[src/rtl/reg_seq_pkg.sv]
// reg_seq_pkg: shared opcodes, FSM state encoding and strobe-vector bit
// indices for the register-op sequencer (reg_op_sequencer / reg_seq_decode).
package reg_seq_pkg;

  localparam int unsigned OP_W = 4;

  localparam logic [OP_W-1:0] OP_NOP = 4'd0;
  localparam logic [OP_W-1:0] OP_CLR = 4'd1;
  localparam logic [OP_W-1:0] OP_LD  = 4'd2;
  localparam logic [OP_W-1:0] OP_INC = 4'd3;
  localparam logic [OP_W-1:0] OP_DEC = 4'd4;
  localparam logic [OP_W-1:0] OP_SHR = 4'd5;
  localparam logic [OP_W-1:0] OP_SHL = 4'd6;
  localparam logic [OP_W-1:0] OP_ROR = 4'd7;
  localparam logic [OP_W-1:0] OP_ROL = 4'd8;
  localparam logic [OP_W-1:0] OP_ALU = 4'd9;

  typedef enum logic [1:0] {
    ST_IDLE = 2'd0,
    ST_EXEC = 2'd1,
    ST_FIN  = 2'd2
  } state_e;

  // Bit positions of the register strobes inside the strobe vector
  localparam int unsigned STB_CL  = 0;
  localparam int unsigned STB_LD  = 1;
  localparam int unsigned STB_INC = 2;
  localparam int unsigned STB_DEC = 3;
  localparam int unsigned STB_SR  = 4;
  localparam int unsigned STB_SL  = 5;
  localparam int unsigned STB_W   = 6;

  // Opcodes that repeat their strobe N times
  function automatic logic is_repeat(input logic [OP_W-1:0] op);
    return (op >= OP_INC) && (op <= OP_ROL);
  endfunction

  function automatic logic is_illegal(input logic [OP_W-1:0] op);
    return op > OP_ALU;
  endfunction

endpackage

[src/rtl/reg_seq_decode.sv]
// reg_seq_decode: combinational decode for the sequencer.
//  - nxt_op/nxt_fire -> nxt_strb_c : strobe vector to be registered for the next cycle
//  - op/strb/data/reg_q/alu_f -> ir_c, il_c, reg_in_c : serial fill bits and
//    parallel input for the strobes currently presented to the register
module reg_seq_decode
  import reg_seq_pkg::*;
#(
  parameter int unsigned DATA_W = 4
) (
  input  logic [OP_W-1:0]   nxt_op,
  input  logic              nxt_fire,
  output logic [STB_W-1:0]  nxt_strb_c,
  input  logic [OP_W-1:0]   op,
  input  logic [STB_W-1:0]  strb,
  input  logic [DATA_W-1:0] data,
  input  logic [DATA_W-1:0] reg_q,
  input  logic [DATA_W-1:0] alu_f,
  output logic              ir_c,
  output logic              il_c,
  output logic [DATA_W-1:0] reg_in_c
);

  // Opcode -> single strobe; NOP and illegal opcodes map to no strobe
  always_comb begin
    nxt_strb_c = '0;
    if (nxt_fire) begin
      case (nxt_op)
        OP_CLR:         nxt_strb_c[STB_CL]  = 1'b1;
        OP_LD, OP_ALU:  nxt_strb_c[STB_LD]  = 1'b1;
        OP_INC:         nxt_strb_c[STB_INC] = 1'b1;
        OP_DEC:         nxt_strb_c[STB_DEC] = 1'b1;
        OP_SHR, OP_ROR: nxt_strb_c[STB_SR]  = 1'b1;
        OP_SHL, OP_ROL: nxt_strb_c[STB_SL]  = 1'b1;
        default:        nxt_strb_c = '0;
      endcase
    end
  end

  // Rotates feed the register's own end bit back; shifts use the latched fill bit
  always_comb begin
    ir_c     = 1'b0;
    il_c     = 1'b0;
    reg_in_c = '0;
    if (strb[STB_SR]) ir_c = (op == OP_ROR) ? reg_q[0] : data[0];
    if (strb[STB_SL]) il_c = (op == OP_ROL) ? reg_q[DATA_W-1] : data[0];
    if (strb[STB_LD]) reg_in_c = (op == OP_ALU) ? alu_f : data;
  end

endmodule

[src/rtl/reg_op_sequencer.sv]
// reg_op_sequencer: command-driven controller for the shift/count register and ALU.
// Accepts one command per valid/ready handshake and expands it into
// cycle-accurate register strobes, ALU opcode and operand.
// Ports:
//  clk, rst_n                       clock, async active-low reset
//  abort                            (only with REG_SEQ_ABORT_EN) cancel running command
//  cmd_valid/cmd_ready              command handshake (ready only in IDLE)
//  cmd_op, cmd_cnt, cmd_data        opcode, repeat count / ALU oc, data / fill bit
//  reg_q, alu_f                     register output and ALU result feedback
//  cl, ld, inc, dec, sr, ir, sl, il register control pins
//  reg_in, alu_oc, alu_b            register parallel input, ALU opcode and b operand
//  done, err                        completion pulse, illegal-opcode pulse
// Configuration: define REG_SEQ_ABORT_EN to add the abort input.
module reg_op_sequencer
  import reg_seq_pkg::*;
#(
  parameter int unsigned DATA_W  = 4,
  parameter int unsigned COUNT_W = 4
) (
  input  logic               clk,
  input  logic               rst_n,
`ifdef REG_SEQ_ABORT_EN
  input  logic               abort,
`endif
  input  logic               cmd_valid,
  output logic               cmd_ready,
  input  logic [3:0]         cmd_op,
  input  logic [COUNT_W-1:0] cmd_cnt,
  input  logic [DATA_W-1:0]  cmd_data,
  input  logic [DATA_W-1:0]  reg_q,
  input  logic [DATA_W-1:0]  alu_f,
  output logic               cl,
  output logic               ld,
  output logic               inc,
  output logic               dec,
  output logic               sr,
  output logic               ir,
  output logic               sl,
  output logic               il,
  output logic [DATA_W-1:0]  reg_in,
  output logic [2:0]         alu_oc,
  output logic [DATA_W-1:0]  alu_b,
  output logic               done,
  output logic               err
);

  state_e              state_q, state_d;
  logic [OP_W-1:0]     op_q, op_d;
  logic [COUNT_W-1:0]  cnt_q, cnt_d;
  logic [DATA_W-1:0]   data_q, data_d;
  logic [STB_W-1:0]    strb_q, strb_d, strb_out;
  logic                fire_d;
  logic                done_q, done_d;
  logic                err_q, err_d;
  logic                ready_q, ready_d;
  logic [2:0]          alu_oc_q, alu_oc_d;
  logic [DATA_W-1:0]   alu_b_q, alu_b_d;
  logic                abort_exec, abort_idle;
  logic                accept;

`ifdef REG_SEQ_ABORT_EN
  assign abort_exec = abort && (state_q == ST_EXEC);
  assign abort_idle = abort && (state_q == ST_IDLE);
`else
  assign abort_exec = 1'b0;
  assign abort_idle = 1'b0;
`endif

  assign cmd_ready = ready_q && !abort_idle;
  assign accept    = cmd_valid && cmd_ready;

  // State, latched command, down-counter and registered outputs
  always_ff @(posedge clk or negedge rst_n) begin
    if (!rst_n) begin
      state_q  <= ST_IDLE;
      op_q     <= OP_NOP;
      cnt_q    <= '0;
      data_q   <= '0;
      strb_q   <= '0;
      done_q   <= 1'b0;
      err_q    <= 1'b0;
      ready_q  <= 1'b0;
      alu_oc_q <= '0;
      alu_b_q  <= '0;
    end else begin
      state_q  <= state_d;
      op_q     <= op_d;
      cnt_q    <= cnt_d;
      data_q   <= data_d;
      strb_q   <= strb_d;
      done_q   <= done_d;
      err_q    <= err_d;
      ready_q  <= ready_d;
      alu_oc_q <= alu_oc_d;
      alu_b_q  <= alu_b_d;
    end
  end

  // Next state and next-cycle output values; cnt_q holds the strobe cycles
  // remaining including the current one
  always_comb begin
    state_d  = state_q;
    op_d     = op_q;
    cnt_d    = cnt_q;
    data_d   = data_q;
    fire_d   = 1'b0;
    done_d   = 1'b0;
    err_d    = 1'b0;
    ready_d  = 1'b0;
    alu_oc_d = '0;
    alu_b_d  = '0;
    case (state_q)
      ST_IDLE: begin
        ready_d = 1'b1;
        if (accept) begin
          ready_d = 1'b0;
          op_d    = cmd_op;
          cnt_d   = cmd_cnt;
          data_d  = cmd_data;
          if (is_repeat(cmd_op) && (cmd_cnt != '0)) begin
            state_d = ST_EXEC;
            fire_d  = 1'b1;
            done_d  = (cmd_cnt == COUNT_W'(1));
          end else begin
            state_d = ST_FIN;
            fire_d  = !is_repeat(cmd_op);
            done_d  = 1'b1;
            err_d   = is_illegal(cmd_op);
          end
          if (cmd_op == OP_ALU) begin
            alu_oc_d = cmd_cnt[2:0];
            alu_b_d  = cmd_data;
          end
        end
      end
      ST_EXEC: begin
        if (abort_exec || (cnt_q == COUNT_W'(1))) begin
          state_d = ST_IDLE;
          ready_d = 1'b1;
        end else begin
          cnt_d  = cnt_q - COUNT_W'(1);
          fire_d = 1'b1;
          done_d = (cnt_q == COUNT_W'(2));
        end
      end
      ST_FIN: begin
        state_d = ST_IDLE;
        ready_d = 1'b1;
      end
      default: begin
        state_d = ST_IDLE;
        ready_d = 1'b1;
      end
    endcase
  end

  // An abort blanks the strobes and done of the cycle it arrives in
  assign strb_out = abort_exec ? '0 : strb_q;

  reg_seq_decode #(
    .DATA_W (DATA_W)
  ) u_decode (
    .nxt_op     (op_d),
    .nxt_fire   (fire_d),
    .nxt_strb_c (strb_d),
    .op         (op_q),
    .strb       (strb_out),
    .data       (data_q),
    .reg_q      (reg_q),
    .alu_f      (alu_f),
    .ir_c       (ir),
    .il_c       (il),
    .reg_in_c   (reg_in)
  );

  assign cl     = strb_out[STB_CL];
  assign ld     = strb_out[STB_LD];
  assign inc    = strb_out[STB_INC];
  assign dec    = strb_out[STB_DEC];
  assign sr     = strb_out[STB_SR];
  assign sl     = strb_out[STB_SL];
  assign done   = done_q && !abort_exec;
  assign err    = err_q;
  assign alu_oc = alu_oc_q;
  assign alu_b  = alu_b_q;

endmodule
[config.mk]
export PLATFORM = sky130hd
export DESIGN_NAME = reg_op_sequencer
export DESIGN_NICKNAME = d
export VERILOG_FILES = /design/src/rtl/reg_seq_pkg.sv /design/src/rtl/reg_seq_decode.sv /design/src/rtl/reg_op_sequencer.sv
export SDC_FILE = /design/constraint.sdc
export NUM_CORES = 1
export LEC_CHECK = 0
export BUFFER_PORTS_ARGS = -buffer_cell sky130_fd_sc_hd__clkbuf_2
export CAP_MARGIN = 20
export CORE_MARGIN = 2
export CORE_UTILIZATION = 43
export CTS_CLUSTER_SIZE = 40
export DETAILED_ROUTE_END_ITERATION = 7
export PLACE_DENSITY = 0.66
export SETUP_SLACK_MARGIN = 0.2
export SYNTH_ARGS = -nofsm -noshare
export SYNTH_HDL_FRONTEND = slang
export SYNTH_SLANG_ARGS = --single-unit
[constraint.sdc]
create_clock -name clk -period 1.9 [get_ports clk]
set_input_delay 0.19 -clock clk [delete_from_list [all_inputs] [get_ports clk]]
set_output_delay 0.19 -clock clk [all_outputs]
set_load 0.1 [all_outputs]
==> flow_summary.ini, run 1 <==
[floorplanning]
ioPinCount = 45
rows = 21
dieWidth_um = 61.95
dieArea_um2 = 3837
start_util = 0.4396
core-area_um2 = 3284
die_h_um = 61.95

[cells_and_area]
layout.nets = 224
fillers = 250
drive_gt1_frac = 0.4824
n_antenna_cell = 0
syn_to_final_growth_pct = 53.73

[clocking]
clk_latency_ns = 0.33
h-tree-depth = 2
cts.sinks = 30
cts_tree = built
numCtsBuffers = 5
cts_buffer_depth = 2
clk_pin_slew_ns = 0.09
cts_root_buf = clkbuf_4

[drt]
ant_nets = 0
dr.pass1.iters = 4
drt_iter0_drc = 19
routedWlPerCell_um = 14.43
wl_um = 3536
vias_per_cell = 5.216
post-route-drc-count = 0
dr_total_vias = 1278

[logic_synthesis]
async_flop_share = 1.000
syn_avg_cell_area_um2 = 10.31
synth_nets = 166
synth_commonest_cells = dfrtp_1 (30), nand2_1 (17), mux2i_1 (8), nor2_1 (8), nor2b_1 (8)
ys_warn_count = 0
synth.cell_area_um2 = 1444
synth_top_area_frac = 0.5199
synth_top_area_cell = dfrtp_1
synth_area_leaders = dfrtp_1 (52%), mux2i_1 (5.5%), nand2_1 (4.4%), nor2b_1 (3.5%), ha_1 (2.6%)
ys_seq_area_frac = 0.5199
synth-edff-count = 0
syn_inst = 140
yosys_register_bits = 30
synth.most_common_cell = dfrtp_1
synth_ff_type = dfrtp_1
synth_cell_types = 35

[sta]
fmax_ghz = 0.4964
rsz0062_at_grt = yes
fin_skew_ns = 0.007930
finalWorstSetupSlack_ns = -0.1144
fin_crit_ns = 2.014
tightest_slew_ns = 0.7286
relSlewSlack = 0.5143
setup_viol = 5
holdWs_ns = 0.07954
slew_violations = 0
hold_viol_final = 0
period_share = 1.060

[global_routing]
grt_pass1_vias = 1119
grt_pass1_wl_um = 4912
grt-ovfl-total = 0
grt_max_degree = 31
grt.total_usage = 0.1839
antenna_found_initial = 0

[worst_setup_path]
crit_path_end_kind = output port
path_class = reg2out
startpoint_type = register
critPathRequiredTime_ns = 1.71
crit_fanout = 3
crit_arrival_ns = 1.82

[outcome]
status = finished, violations left
violations = setup timing

[placement]
gp_congestion = 0.8376
dpl.hpwl_um = 2317
portBuffers = 42
place_ws_ns = 0.1785

[job]
maxCapViolCount = 0

[power_and_ir_drop]
leakage_nw = 1.007
ir_drop_mv = 0.9509
powerDensity_nw_per_um2 = 1655

[hold_path]
hold_class = in2reg
[cells in the final DEF, fill, tap and decap left out, drive strengths merged, types with 2 or more instances in the layout]
master,netlist,final
mux2i,8,8
nand3b,2,2
a21oi,6,6
buf,2,18
inv,7,7
clkbuf,2,43
nor2b,8,8
nor2,8,8
mux2,2,2
nand3,6,6
o21ai,7,7
nor4,2,2
nand2,17,17
nor3,4,4
and2,4,4
dfrtp,30,30
ha,3,3
and3b,2,2
nor3b,5,5
[final cells by class]
| cell class | instances | area [µm²] | area share |
|---|---|---|---|
| multi-input combinational | 99 | 875.8 | 0.3946 |
| sequential | 30 | 758.2 | 0.3416 |
| timing repair buffer | 55 | 441.7 | 0.1990 |
| tap | 46 | 57.56 | 0.02593 |
| clock buffer | 7 | 55.05 | 0.02480 |
| inverter | 7 | 26.28 | 0.01184 |
| clock inverter | 1 | 5.005 | 0.002255 |
[routing by layer]
layer,share of wire,vias up,global-route usage
met5,0,-,0
met4,0.031,0,0.08207
met3,0.043,14,0.05590
met2,0.53,49,0.3170
met1,0.40,610,0.2091
li1,-,605,-
[cell families (layout without fill, tap and decap cells)]
| family | Yosys count | after routing | share of synthesized area |
|---|---|---|---|
| adders and majority gates | 3 | 3 | 0.02600 |
| muxes | 10 | 10 | 0.07106 |
| and+or+nand+nor | 64 | 64 | 0.2426 |
| buffers and inverters | 11 | 70 | 0.03033 |
| AOI/OAI and AO/OA | 22 | 22 | 0.1101 |
| DFF | 30 | 30 | 0.5199 |
[where the power goes]
group	switching, mW	internal [mW]
Sequential	0.203	0.847
Combinational	1.37	0.860
Clock	0.216	0.179
Total	1.79	1.89
[flip-flops by register name, indices dropped and copies added (netlist names)]
| register | flops |
|---|---|
| strb_out | 6 |
| state_q | 2 |
| cnt_q | 4 |
| data_q | 4 |
| alu_oc | 3 |
| op_q | 4 |
| alu_b | 4 |
| done | 1 |
| cmd_ready | 1 |
| err | 1 |
[final timing paths]
| check | from | to | slack [ns] | cells after the start |
|---|---|---|---|---|
| setup / recovery | op_q[1] | il | -0.11 | 5 |
| hold / removal | cmd_data[0] | data_q[0] | 0.08 | 3 |
| setup reg to reg | state_q[0] | strb_out[2] | 0.14 | 5 |
| hold reg to reg | data_q[3] | data_q[3] | 0.54 | 2 |
| max in group asynchronous | rst_n | cmd_ready | 0.94 | 2 |
| min in group asynchronous | rst_n | cnt_q[0] | 0.43 | 2 |
[through the flow]
stage	setup TNS, ns	std cells	power (mW)	utilization	instance area [µm²]
6_report	-0.4684	245	3.674	0.6758	2220
5_1_grt	-0.7121	245	3.861	0.6758	2220
4_1_cts	-0.4465	240	3.355	0.6297	2068
3_5_place_dp	0	226	2.782	0.5760	1892
3_3_place_gp	0	226	2.736	0.5760	1892
2_1_floorplan	0	140	2.367	-	1528
[timing repair]
action / 4_1_cts / 5_1_grt
buffers inserted: 5 / 5
gates resized for setup: 15 / 16
pin swaps: 3 / 3
hold buffers: 1 / 0
endpoints found under the setup margin: 10 / 12
hold endpoints to repair: 30 / 0
[critical path: stages (launching register included)]
cell and delay (ns):
dfrtp_1 0.44, nor3b_4 0.26, nor2b_1 0.21, mux2i_1 0.33, nor2b_4 0.08, buf_12 0.17
No activity file was read; power rests on OpenSTA's default activity.
==> run 2: changes to the inputs <==
ABC_AREA = 1   (was not set)
CELL_PAD_IN_SITES_DETAIL_PLACEMENT = 1   (was not set)
CELL_PAD_IN_SITES_GLOBAL_PLACEMENT = 1   (was not set)
CORE_UTILIZATION = 36   (was 43)
PLACE_DENSITY = 0.75   (was 0.66)
TNS_END_PERCENT = 5   (was not set)
==> run 2 against run 1 <==
  * Largest power group unchanged
  * Register-to-register slack better by 0.27 ns
  * Highest routed layer unchanged
  * Sequential power down 6%
  * The flow now finishes without violations
  * Non-clock buffer count down 5
==> flow_summary.ini, run 2 <==
[sta]
holdWs_ns = 0.1358
hold_viol_final = 0
rsz0062_at_grt = yes
fin_crit_ns = 1.706
slew_violations = 0
fin_skew_ns = 0.01028
setup_viol = 0
fin_tns_setup_ns = 0
fmax_ghz = 0.5862
tightest_slew_ns = 0.7728
finalWorstSetupSlack_ns = 0.1940
period_share = 0.8979
relSlewSlack = 0.4848

[worst_setup_path]
cp_num_buf_inv = 4
cpPeakStageDelay_ns = 0.40
crit_top_cell = inv_2
crit_family = buffers and inverters
startpoint_type = register
crit_arrival_ns = 1.52
cp_slowest_cell = dfrtp_1
crit_path_end_kind = output port
critPathRequiredTime_ns = 1.71
path_class = reg2out
crit_fanout = 7
path_cells = inv_2 -> nand2_2 -> inv_2 -> nand3_4 -> buf_4 -> a21oi_4 -> buf_12

[clocking]
numCtsBuffers = 5
clk_pin_slew_ns = 0.07
cts.sinks = 30
cts_tree = built
cts_root_buf = clkbuf_8
h-tree-depth = 2
cts_buffer_depth = 2
clk_latency_ns = 0.29

[logic_synthesis]
syn_inst = 183
synth_commonest_cells = nand2_1 (38), dfrtp_1 (30), inv_1 (27), nor2_1 (21), nand3_1 (16)
synth_area_leaders = dfrtp_1 (51%), nand2_1 (9.6%), inv_1 (6.9%), nand3_1 (5.4%), nor2_1 (5.3%)
synth_ff_type = dfrtp_1
synth_cell_types = 23
ys_warn_count = 0
async_flop_share = 1.000
yosys_register_bits = 30
ys_seq_area_frac = 0.5076
synth_nets = 209
syn_avg_cell_area_um2 = 8.082
synth.cell_area_um2 = 1479
synth.most_common_cell = nand2_1
synth_top_area_cell = dfrtp_1
synth-edff-count = 0
synth_top_area_frac = 0.5076

[drt]
vias_per_cell = 4.873
routedWlPerCell_um = 14.59
dr_wl_met3_um = 193
post-route-drc-count = 0
dr_wl_met2_um = 2087
wl_um = 4245
ant_nets = 0
drt-met1-wl_um = 1882
dr_total_vias = 1418
drt_iter0_drc = 21
dr.pass1.iters = 4
top_layer = met4

[global_routing]
grt_pass1_wl_um = 6865
grt.total_usage = 0.2121
grt_pass1_vias = 1445
grt-ovfl-total = 0
grt_max_degree = 31
antenna_found_initial = 0

[cells_and_area]
final_common_cell = nand2_1
final_cell_mix = nand2_1 (37), clkbuf_2 (36), dfrtp_1 (27)
drive_gt1_frac = 0.3610
syn_to_final_growth_pct = 41.79
fillers = 483
layout.nets = 266
n_antenna_cell = 0
largest_reg_flops = 6

[job]
maxCapViolCount = 0

[hold_path]
hold_class = in2reg

[floorplanning]
rows = 23
die_h_um = 68.10
dieWidth_um = 68.10
dieArea_um2 = 4637
start_util = 0.3724
core-area_um2 = 3971
ioPinCount = 45

[power_and_ir_drop]
powerDensity_nw_per_um2 = 1644
ir_drop_mv = 0.6343
leakage_nw = 1.065

[placement]
portBuffers = 42
gp_congestion = 0.7914
place_ws_ns = 0.2546
dpl.hpwl_um = 3204

[outcome]
status = complete, no violations
-- run 2: cell types whose count changed in the layout (fill, tap and decap cells not counted), sizes merged, moves of 4 or more --
cell,before,now
and2,4,0
buf,18,12
inv,7,28
mux2i,8,0
nand2,17,46
nand3,6,16
nor2,8,25
nor2b,8,0
o21ai,7,14
-- run 2: path summary, 6_finish.rpt --
path / from / endpoint / slack [ns] / cells past startpoint
worst max-delay path: op_q[2] / reg_in[0] / 0.19 / 7
worst min-delay path: cmd_data[3] / alu_b[3] / 0.14 / 3
worst max register to register: state_q[0] / strb_out[1] / 0.41 / 7
worst min register to register: cnt_q[3] / cnt_q[3] / 0.54 / 2
max in group asynchronous: rst_n / strb_out[4] / 0.85 / 2
min in group asynchronous: rst_n / cnt_q[2] / 0.49 / 2
-- run 2: power breakdown --
group | internal (mW) | leakage, nW | switching, mW
logic | 0.515 | 0.632 | 1.39
clock network | 0.291 | 0.0472 | 0.259
registers | 0.836 | 0.387 | 0.152
total | 1.64 | 1.07 | 1.80
-- run 2: per-layer routing --
metal / up-vias / track usage
met2: 32 / 0.3750
met5: - / 0
met1: 683 / 0.2344
met3: 6 / 0.05428
met4: 0 / 0.1050
li1: 697 / -
-- run 2: per-stage QoR --
step	std cells	instance area [µm²]	util	total power, mW
4_1_cts	289	2078	0.5233	3.447
5_1_grt	291	2097	0.5280	3.687
3_5_place_dp	278	1921	0.4836	2.798
6_report	291	2097	0.5280	3.447
3_3_place_gp	278	1921	0.4836	2.763
2_1_floorplan	183	1550	-	2.342
-- run 2: final cells by class --
cell class                 instances  area [µm²]  share of cell area
clock inverter                     2       12.51            0.005967
tap                               50       62.56             0.02983
timing repair buffer              50       364.1              0.1736
inverter                          28       105.1             0.05012
clock buffer                       6       82.58             0.03938
sequential                        30       754.5              0.3598
multi-input combinational        125       715.7              0.3413
-- run 2: tightest hold or removal path, delay by kind of cell --
kind,cells,cell delay (ns)
buffers and inverters,1,0.08
and+or+nand+nor,2,0.12
-- run 2: logic make-up after synthesis --
group | count (synthesis) | share of synthesized area
compound gates | 27 | 0.09984
buf+inv | 28 | 0.07107
simple gates | 94 | 0.2902
fa+ha+maj | 3 | 0.02538
xor+xnor | 1 | 0.005923
flops | 30 | 0.5076
-- run 2: what timing repair did --
| item | 4_1_cts | 5_1_grt |
|---|---|---|
| resized for setup | 16 | 1 |
| endpoints found under the hold margin | 30 | 0 |
| buffers inserted | 2 | 2 |
| pin swaps | 1 | 0 |
| setup endpoints to repair | 6 | 6 |
| hold buffers | 1 | 0 |
==> run 3: changes to the inputs <==
clock period = 1.95 ns   (was 1.9 ns; I/O delays follow)
==> run 3 against run 2 <==
  * Critical path depth fell by 1
  * Die area did not move
  * Cell count down 0.69%
  * Clock-buffer cell count stayed put
  * Clock power decreased by 3%
  * Non-clock buffer count down 2
  * Sequential power down 2%
  * Power shrank 2.9%
  * Via count fell by 1.6%
  * Critical path type unchanged
==> flow_summary.ini, run 3 (synthesized netlist as in run 2, its figures left out) <==
[cells_and_area]
layout.nets = 264
fin_cells = 289
syn_to_final_growth_pct = 40.86
largest_reg_flops = 6
drive_gt1_frac = 0.3598
final_common_cell = nand2_1
n_antenna_cell = 0
final_core_util = 0.5246
final_cell_mix = nand2_1 (37), clkbuf_2 (36), dfrtp_1 (27)

[sta]
hold_viol_final = 0
fin_crit_ns = 1.723
setup_viol = 0
tightest_slew_ns = 0.7660
slew_violations = 0
period_share = 0.8836
fin_tns_setup_ns = 0
relSlewSlack = 0.4893
rsz0062_at_grt = yes
fin_skew_ns = 0.008855
fmax_ghz = 0.5804

[placement]
dpl.hpwl_um = 3238
portBuffers = 42
gp_congestion = 0.7889
place_inst = 277

[drt]
vias_per_cell = 4.827
post-route-drc-count = 0
ant_nets = 0
dr_total_vias = 1395
wl_um = 4246
drt_iter0_drc = 32
dr.pass1.iters = 4
routedWlPerCell_um = 14.69

[global_routing]
grt_use_met1 = 0.2505
grt_pass1_wl_um = 6927
grt_max_degree = 31
grt_busiest_layer = met2
grt-ovfl-total = 0
grt_pass1_vias = 1446
grt.total_usage = 0.2060
met3_usage = 0.05757
grt.met2_usage = 0.3544
antenna_found_initial = 0

[clocking]
cts_tree = built
numCtsBuffers = 5
cts.sinks = 30
clk_latency_ns = 0.29
h-tree-depth = 2
cts_root_buf = clkbuf_8
clk_pin_slew_ns = 0.07
cts_buffer_depth = 2

[floorplanning]
core-area_um2 = 3971
start_util = 0.3724
dieArea_um2 = 4637
rows = 23
dieWidth_um = 68.10
ioPinCount = 45
die_h_um = 68.10

[worst_setup_path]
path_cells = inv_2 -> nor2_1 -> nand3_1 -> o21ai_2 -> a21oi_4 -> buf_12
critPathRequiredTime_ns = 1.75
crit_arrival_ns = 1.53
cp_slowest_cell = dfrtp_1
cpPeakStageDelay_ns = 0.41
crit_fanout = 4
path_class = reg2out
crit_path_end_kind = output port
startpoint_type = register

[outcome]
status = complete, no violations

[hold_path]
hold_class = in2reg

[job]
maxCapViolCount = 0

[power_and_ir_drop]
ir_drop_mv = 0.5740
powerDensity_nw_per_um2 = 1606
leakage_nw = 1.055
[run 3: cell count changes in the layout (fill, tap and decap cells not counted)]
cell / change
buf_6: +1
clkbuf_8: -1
buf_4: -2
o21ai_2: +1
o21ai_1: -1
[run 3: per-layer routing]
layer,share of wire,vias to the layer above,wire length (µm)
li1,-,693,-
met1,0.44,665,1851
met2,0.50,32,2115
met3,0.053,5,225
met4,0.012,0,53
met5,0,-,0
[run 3: area by class of cell]
| cell class | instances | area, µm² |
|---|---|---|
| timing repair buffer | 48 | 346.6 |
| clock inverter | 2 | 12.51 |
| sequential | 30 | 754.5 |
| multi-input combinational | 125 | 719.4 |
| fill | 503 | 1888 |
| inverter | 28 | 105.1 |
| tap | 50 | 62.56 |
| clock buffer | 6 | 82.58 |
[run 3: timing repair]
item | CTS | global route
hold buffers | 1 | 0
cloned | 0 | 0
gates resized for setup | 5 | 14
endpoints found under the hold margin | 25 | 0
buffers inserted | 1 | 2
endpoints found under the setup margin | 6 | 6
pin swaps | 0 | 1
[run 3: power breakdown]
group / leakage [nW] / internal (mW) / total (mW) / switching, mW
Combinational: 0.622 / 0.486 / 1.84 / 1.35
Sequential: 0.387 / 0.815 / 0.971 / 0.156
Clock: 0.0472 / 0.283 / 0.535 / 0.251
[run 3: worst max-delay path, delay by kind of cell, from the launching register on]
kind	cells	cell delay, ns
flops	1	0.41
buf+inv	2	0.26
compound gates	2	0.26
simple gates	2	0.30
[run 3: path summary, 6_finish.rpt]
path / start / end / slack (ns) / depth (start not counted)
min in group asynchronous: rst_n / cnt_q[3] / 0.51 / 2
max in group asynchronous: rst_n / strb_out[1] / 0.90 / 2
max reg2reg: state_q[0] / strb_out[1] / 0.45 / 7
min: cmd_data[1] / alu_b[1] / 0.14 / 3
min reg2reg: cnt_q[3] / cnt_q[3] / 0.54 / 2
max: op_q[1] / ir / 0.23 / 6
[run 3: per-stage QoR]
stage / cell area [µm²] / setup slack (ns) / total power [mW] / hold slack [ns]
finish: 2083 / 0.2270 / 3.345 / 0.1399
detailed placement: 1913 / 0.1717 / 2.728 / 0.3026
floorplan: 1550 / 0.07059 / 2.282 / -0.1006
global route: 2083 / 0.1343 / 3.591 / 0.1553
CTS: 2041 / 0.1322 / 3.303 / 0.1376
global placement: 1913 / 0.2889 / 2.682 / 0.2948
